--- src/rtl/sync_fifo.sv ---
// Single-clock FIFO with optional first-word-fall-through output, programmable
// almost-full/almost-empty thresholds, occupancy count and sticky error flags.
module sync_fifo #(
  parameter int DSIZE = 32,
  parameter int ASIZE = 4,
  parameter int FWFT  = 0
) (
  input  logic             clk,
  input  logic             rst,
  input  logic             flush,
  input  logic             winc,
  input  logic [DSIZE-1:0] wdata,
  output logic             wfull,
  output logic             awfull,
  input  logic             rinc,
  output logic [DSIZE-1:0] rdata,
  output logic             rempty,
  output logic             arempty,
  input  logic [ASIZE:0]   afull_th,
  input  logic [ASIZE:0]   aempty_th,
  output logic [ASIZE:0]   level,
  output logic             overflow,
  output logic             underflow
);

  localparam int DEPTH = 1 << ASIZE;
  localparam logic [ASIZE:0] DEPTH_W = (ASIZE+1)'(DEPTH);

  logic [DSIZE-1:0] mem [DEPTH];

  logic [ASIZE:0]   wptr;
  logic [ASIZE:0]   rptr;
  logic [ASIZE:0]   level_q;
  logic [DSIZE-1:0] rdata_q;
  logic             valid_q;
  logic             wfull_q;
  logic             awfull_q;
  logic             rempty_q;
  logic             arempty_q;
  logic             ovf_q;
  logic             udf_q;

  logic             wr_acc;
  logic             rd_acc;
  logic             mem_rd;
  logic             mem_nonempty;
  logic             valid_nxt;
  logic [ASIZE:0]   level_nxt;

  // In FWFT mode the prefetch register is the visible head; its valid bit is the empty flag.
  assign rempty       = (FWFT != 0) ? !valid_q : rempty_q;
  assign mem_nonempty = (wptr != rptr);

  always_comb begin
    wr_acc    = winc && !wfull_q && !flush;
    rd_acc    = rinc && !rempty && !flush;
    mem_rd    = 1'b0;
    valid_nxt = 1'b0;
    if (FWFT != 0) begin
      mem_rd    = !flush && mem_nonempty && (!valid_q || rd_acc);
      valid_nxt = flush ? 1'b0 : (mem_rd ? 1'b1 : (rd_acc ? 1'b0 : valid_q));
    end else begin
      mem_rd    = rd_acc;
    end
    if (flush)
      level_nxt = '0;
    else
      level_nxt = level_q + {{ASIZE{1'b0}}, wr_acc} - {{ASIZE{1'b0}}, rd_acc};
  end

  always_ff @(posedge clk) begin
    if (wr_acc)
      mem[wptr[ASIZE-1:0]] <= wdata;
  end

  always_ff @(posedge clk or posedge rst) begin
    if (rst) begin
      wptr    <= '0;
      rptr    <= '0;
      valid_q <= 1'b0;
      rdata_q <= '0;
    end else begin
      valid_q <= valid_nxt;
      if (flush) begin
        wptr <= '0;
        rptr <= '0;
      end else begin
        if (wr_acc)
          wptr <= wptr + 1'b1;
        if (mem_rd) begin
          rptr    <= rptr + 1'b1;
          rdata_q <= mem[rptr[ASIZE-1:0]];
        end
      end
    end
  end

  // Flags are computed from the post-edge occupancy so they never depend on winc/rinc combinationally.
  always_ff @(posedge clk or posedge rst) begin
    if (rst) begin
      level_q   <= '0;
      wfull_q   <= 1'b0;
      awfull_q  <= 1'b0;
      rempty_q  <= 1'b1;
      arempty_q <= 1'b1;
      ovf_q     <= 1'b0;
      udf_q     <= 1'b0;
    end else begin
      level_q   <= level_nxt;
      wfull_q   <= (level_nxt == DEPTH_W);
      awfull_q  <= (afull_th != '0) && (level_nxt >= afull_th);
      rempty_q  <= (level_nxt == '0);
      arempty_q <= (level_nxt <= aempty_th);
      if (flush) begin
        ovf_q <= 1'b0;
        udf_q <= 1'b0;
      end else begin
        if (winc && wfull_q)
          ovf_q <= 1'b1;
        if (rinc && rempty)
          udf_q <= 1'b1;
      end
    end
  end

  assign rdata     = rdata_q;
  assign level     = level_q;
  assign wfull     = wfull_q;
  assign awfull    = awfull_q;
  assign arempty   = arempty_q;
  assign overflow  = ovf_q;
  assign underflow = udf_q;

endmodule
--- config.mk ---
export PLATFORM = sky130hd
export DESIGN_NAME = sync_fifo
export DESIGN_NICKNAME = d
export VERILOG_FILES = /design/src/rtl/sync_fifo.sv
export SDC_FILE = /design/constraint.sdc
export NUM_CORES = 1
export LEC_CHECK = 0
export CORE_MARGIN = 2
export CORE_UTILIZATION = 49
export CTS_CLUSTER_SIZE = 25
export DETAILED_ROUTE_END_ITERATION = 10
export PLACE_DENSITY = 0.69
export SYNTH_ARGS = -nofsm -noshare
export SYNTH_HDL_FRONTEND = slang
export SYNTH_SLANG_ARGS = --single-unit
--- constraint.sdc ---
create_clock -name clk -period 3.4 [get_ports clk]
set_clock_uncertainty 0.15 [all_clocks]
set_input_delay 0.34 -clock clk [delete_from_list [all_inputs] [get_ports clk]]
set_output_delay 0.34 -clock clk [all_outputs]
set_load 0.02 [all_outputs]
==> metrics.md, run 1 <==
| Metric | Value |
|---|---|
| Post-DP HPWL | ~27 mm |
| Synth Area in Simple Gates | between 2 and 3% |
| Ratio of cells with drive above 1 in the final layout | between 20% and 30% |
| Final hold slack | ~230 ps |
| Syn. warnings | 0 |
| Final Cycle Share | 91.8% |
| Synth async-reset ratio | a little under a tenth |
| Core area | about 0.043 mm2 |
| Layout area overhead | 17.9% |
| CTS Sinks | between 500 and 600 |
| Max-slew violation count | 0 |
| Setup tns final | 0 ps |
| Worst-path clk slew | ~60 ps |
| Status | completed |
| Layout fillers | 3,158 |
| Inserted Diodes | 0 |
| Netlist cell types | 45 |
| Crit. End Element | flip-flop |
| Vias | between 10,000 and 15,000 |
| Final Wtd Congestion | a little under 0.8 |
| R2R cell count | 15 |
| Setup Fix Bufs, Post-CTS | 0 |
| Commonest cells after routing, fill and taps aside | edfxtp_1 (512), mux4_2 (97), clkdlybuf4s50_1 (89), mux2i_1 (64), a22oi_1 (60) |
| Vias in the first global route | between 10,000 and 15,000 |
| Via/cell ratio | just under 6 |
| Port bufs | 89 |
| Root buffer cell | clkbuf_16 |
| Drt wl/cell | between 20 and 30 um |
| Starting Density | 49.9% |
| CTS max path bufs | 3 |
| Synth Area in Compound Gates | approximately 3.7% |
| Non-filler cells in the finished layout | roughly 1,800 |
| Largest net degree at the start of global routing | 49 |
| Most common cell after layout, fill and taps aside | edfxtp_1 |
| Post-route ant nets | 0 |
| Hold Crit Class | input port to flip-flop |
| Leak Pwr | between 8 and 9 nW |
| R2R Setup Slk | between 200 and 300 ps |
| Total chip power | 17.0 mW |
| Top Usage Layer GRT | met2 |
| Average size of a mapped cell | about 20 um2 |
| Area leader, netlist | edfxtp_1 |
| Final WL | about 48 mm |
| Synth area leaders | edfxtp_1 (71%), mux4_2 (10%), dfrtp_1 (5.7%) |
| CTS HTree Levels | 2 |
| Initial antenna violation count | 0 |
| Initial drt markers | roughly 1,100 |
| Pwr/cell area | approximately 670 mW/mm2 |
| Die X | 214 um |
| Met2 Resource Use GR | about a third |
| Number of max-cap violations | 0 |
| Synth top area share | between 70% and 80% |
| DRC violations left | 0 |
| Syn Nets | approximately 1,100 |
| IO Pins | 90 |
| Prevailing post-synth register cell | edfxtp_1 |
| Met3 Resource Use GR | 3.70% |
| M1 GR Usage | between 20% and 30% |
| Seq cells post-synth | between 500 and 600 |
| Final design utilization | 58.8% |
| Worst skew pair latency | about 610 ps |
| CTS tree | built |
| Critical Path AT | 3500 ps |
| Multiplexer area fraction after synthesis | 13.2% |
| First-pass GRT wire length | 71.5 mm |
| Hold Path Depth | 3 |
| Largest family of logic cells by synthesized area | multiplexers |
| CP Max Fanout | 3 |
| VDD IR-drop max | ~0.40 mV |
| Die Height | 214 um |
| Cell Area, Synth | about 0.022 mm2 |
| Final setup fails | 0 |
| CTS Buf Count | 54 |
| Post-synthesis sequential area ratio | 77.0% |
| Layout Nets | about 1,300 |
| Req. time, crit path | around 3800 ps |
| Post-Synth Adder-Cell Area | approximately 1.2% |
| CP Class | flip-flop to flip-flop |
| Post-synth EDFFs | 512 |
| Headroom to the max-slew limit | between 50 and 60% |
| Pre-Repair DR Iteration Count | 5 |
| Full die area | 0.0459 mm2 |
| Fin. Hold Viols | 0 |
| Total grt overflow | 0 |
| FMAX | ~0.32 GHz |
| Worst-Margin Slew | approximately 700 ps |
| Row count | 76 |
| Final min period | between 3000 and 4000 ps |
| Synth Area in XOR/XNOR | 0.405% |
| Mapped Cells | between 1,000 and 1,500 |
| RSZ-0062 raised after global routing | no |
| Placed Cells | approximately 1,700 |
| Global Route Usage Sum | around a fifth |
| Crit start category | flip-flop |
[per-stage QoR]
| step | cell area, um2 | setup slack (ps) |
|---|---|---|
| after floorplan | 21600 | 146 |
| after global placement | 23800 | -96.5 |
| after detailed placement | 23800 | -127 |
| after CTS | 25500 | 269 |
| after global routing | 25500 | 22.9 |
| final | 25500 | 280 |
[report_power, final]
group	switching [mW]	internal, mW
Combinational	1.46	1.49
Sequential	0.346	7.90
Clock	2.54	3.31
[registers in the layout, indices dropped and copies added, names as in the netlist]
signal and cells:
level 5, wfull 1, mem 512, rdata 32, wptr 4, arempty 1, underflow 1, rempty 1
awfull 1, rptr 4, overflow 1
[layer usage]
layer  up-vias  wire length, um
met5         -                0
met2       337            23500
met3        73             2610
met1      5741            20500
met4         0              910
li1       4649                -
[critical path: stages (launching register included)]
cell,delay (ps)
dfstp_2,580
nor2b_4,50
nand2b_2,70
inv_1,50
ha_1,260
inv_1,60
ha_1,150
inv_1,60
fa_1,470
nor2_1,150
ha_1,260
nor2b_1,130
o21a_1,160
o21a_1,160
o21a_1,160
o22ai_1,120
[Yosys cell counts (all sizes together), types with 20 or more instances]
cell    count
a22oi      60
buf        37
dfrtp      49
edfxtp    512
ha         20
inv        21
mux2i      64
mux4       98
nand2      38
nand3      31
nor2       35
o211ai     30
[cells by family after synthesis]
family | after synthesis
flip-flops | 563
multiplexers | 163
XOR/XNOR | 10
buffers and inverters | 77
adder cells (fa/ha/maj) | 21
AND/OR/NAND/NOR | 123
AO/OA/AOI/OAI | 111
[timing repair]
item                                   in CTS  in global routing
hold buffers                                1                  0
resized for setup                           0                  0
endpoints found under the hold margin      14                  0
[path summary, 6_finish.rpt]
check	from	end
min in group asynchronous	rst	level[4]
worst min register to register	rdata[28]	rdata[28]
worst max-delay path	rempty	arempty
max in group asynchronous	rst	rdata[18]
worst min-delay path	afull_th[2]	awfull
worst max register to register	rempty	arempty
[cell type report]
cell class / count / area (um2) / area share (%)
tap: 585 / 732 / 2.87
clock buffer: 72 / 1440 / 5.64
timing repair buffer: 146 / 1570 / 6.16
clock inverter: 30 / 294 / 1.15
multi-input combinational: 428 / 4730 / 18.5
inverter: 21 / 78.8 / 0.309
sequential: 563 / 16700 / 65.3
Power figures use the tool's default switching activity.
==> run 2: changes to the inputs <==
- CTS_CLUSTER_DIAMETER: not set -> 60
==> run 2 against run 1 <==
Sequential share of layout area is 1.2 points higher; hold slack improved by 36 ps; sequential power barely moved; global-route usage decreased by 0.27 points; critical path type unchanged; critical endpoint unchanged; largest cell class unchanged; largest power group unchanged; highest routed layer unchanged.
==> metrics.md, run 2 (synthesis results as in run 1) <==
| Metric | Value |
|---|---|
| RSZ-0062 raised after global routing | no |
| Vias | 10,600 (-1.7%) |
| Final Cycle Share | 91.6% (-0.17 points) |
| Fin. Hold Viols | 0 (unchanged) |
| CTS tree | built |
| Max-slew violation count | 0 (unchanged) |
| Global Route Usage Sum | 20.8% (-0.27 points) |
| M1 GR Usage | 29.0% (-0.35 points) |
| Pre-Repair DR Iteration Count | 7 (+2) |
| CP Class | flip-flop to flip-flop |
| Final Wtd Congestion | 0.795 (unchanged) |
| Initial drt markers | 1,024 (-9.5%) |
| Ratio of cells with drive above 1 in the final layout | 20.0% (-1.1 points) |
| Total grt overflow | 0 (unchanged) |
| Worst-Margin Slew | 714 ps (+11.1 ps) |
| Worst skew pair latency | 570 ps (-40 ps) |
| Final hold slack | 270 ps (+36.2 ps) |
| Status | completed |
| CTS HTree Levels | 2 (unchanged) |
| Root buffer cell | clkbuf_16 |
| Finished Cell Area | 0.0251 mm2 (-1.8%) |
| Largest net degree at the start of global routing | 49 (unchanged) |
| Layout area overhead | 15.8% |
| IO Pins | 90 (unchanged) |
| Final setup fails | 0 (unchanged) |
| Critical Path AT | 3450 ps (-50 ps) |
| Post-route ant nets | 0 (unchanged) |
| Full die area | 0.0459 mm2 (unchanged) |
| VDD IR-drop max | 0.289 mV (-27%) |
| Layout Nets | 1,264 (-1.4%) |
| Placed Area | 0.0238 mm2 (unchanged) |
| Vias in the first global route | 10,900 (-1.6%) |
| CTS max path bufs | 3 (unchanged) |
| Die Height | 214 um (unchanged) |
| Post-DP HPWL | 27.2 mm (unchanged) |
| Crit start category | flip-flop |
| Starting Density | 49.9% (unchanged) |
| Number of max-cap violations | 0 (unchanged) |
| Crit. End Element | flip-flop |
| Drt wl/cell | 26.0 um (+0.80%) |
| Die X | 214 um (unchanged) |
| Worst-path clk slew | 80 ps (+20 ps) |
| Initial antenna violation count | 0 (unchanged) |
| Hold Crit Class | input port to flip-flop |
| Req. time, crit path | 3740 ps (-40 ps) |
| Final WL | 46.9 mm (-1.2%) |
| CTS Sinks | 563 (unchanged) |
| Port bufs | 89 (unchanged) |
| DRC violations left | 0 (unchanged) |
| First-pass GRT wire length | 70.5 mm (-1.4%) |
| Met2 Resource Use GR | 34.6% (-0.21 points) |
| Final min period | 3110 ps (-5.64 ps) |
| FMAX | 0.321 GHz (+0.18%) |
| Largest register FFs | 512 (unchanged) |
| Pwr/cell area | 639 mW/mm2 (-4.3%) |
| CP Max Fanout | 3 (unchanged) |
| Via/cell ratio | 5.87 (+0.35%) |
| Core area | 0.0434 mm2 (unchanged) |
| Most common cell after layout, fill and taps aside | edfxtp_1 |
| Met3 Resource Use GR | 3.23% (-0.47 points) |
| Leak Pwr | 7.91 nW (-2.7%) |
| CTS Buf Count | 36 (-33%) |
| Top Usage Layer GRT | met2 |
| Row count | 76 (unchanged) |
| Commonest cells after routing, fill and taps aside | edfxtp_1 (512), mux4_2 (97), clkdlybuf4s50_1 (89), mux2i_1 (64), a22oi_1 (60) |
| Headroom to the max-slew limit | 52.4% (-0.74 points) |
| Inserted Diodes | 0 (unchanged) |
-- run 2: cell count changes in the layout (fill, tap and decap cells not counted), sizes merged --
cell      before  now
clkinv        16    4
clkinvlp       7    4
clkbuf        72   41
inv           24   34
bufinv         4    3
-- run 2: final cells by class --
cell class	instances	area, um2
fillers	3201	18300
flip-flops and latches	563	16700
multi-input cells	428	4730
repair buffers	146	1570
clock buffers	41	951
well taps	585	732
clock inverters	24	329
inverters	21	78.8
-- run 2: report_power, final --
group,leakage [nW],internal [mW],total [mW],switching [mW]
clock network,0.611,2.39,4.82,2.44
registers,5.25,7.88,8.23,0.347
logic,2.05,1.49,2.95,1.46
-- run 2: final timing paths --
kind                                  start   endpoint  slack [ps]  cells past startpoint
worst max-delay path                 rempty    arempty         290                     15
worst min-delay path            afull_th[2]     awfull         270                      3
worst max register to register       rempty    arempty         290                     15
worst min register to register     overflow   overflow         360                      2
max in group asynchronous               rst  rdata[13]        1760                      4
min in group asynchronous               rst  rdata[31]         530                      3
-- run 2: worst max-delay path, stage by stage (launching register included) --
cell      delay, ps
dfstp_2         580
nor2b_4          50
nand2b_2         70
inv_1            50
ha_1            260
inv_1            60
ha_1            150
inv_1            60
fa_1            470
nor2_1          160
ha_1            260
nor2b_1         130
o21a_1          160
o21a_1          160
o21a_1          160
o22ai_1         120
-- run 2: metrics by stage --
stage               TNS, ps  utilization, %  cells  worst slack [ps]  total power, mW
floorplan                 0               -   1068               146             10.1
global placement       -133            54.8   1742             -96.5             11.3
detailed placement     -196            54.8   1742              -127             11.4
CTS                       0            57.8   1808               279             16.2
global route              0            57.8   1808              31.2             16.6
finish                    0            57.8   1808               286             16.0
-- run 2: what timing repair did --
action                    4_1_cts  5_1_grt
gates resized for setup         0        0
hold endpoints to repair       14        0
buffers inserted                0        0
hold buffers                    1        0
-- run 2: per-layer routing --
layer | part of all wire, % | routed length [um] | vias to the layer above
met5 | 0 | 0 | -
met4 | 1.9 | 907 | 0
met3 | 5.9 | 2780 | 58
met2 | 50 | 23300 | 336
met1 | 42 | 19900 | 5625
li1 | - | - | 4601
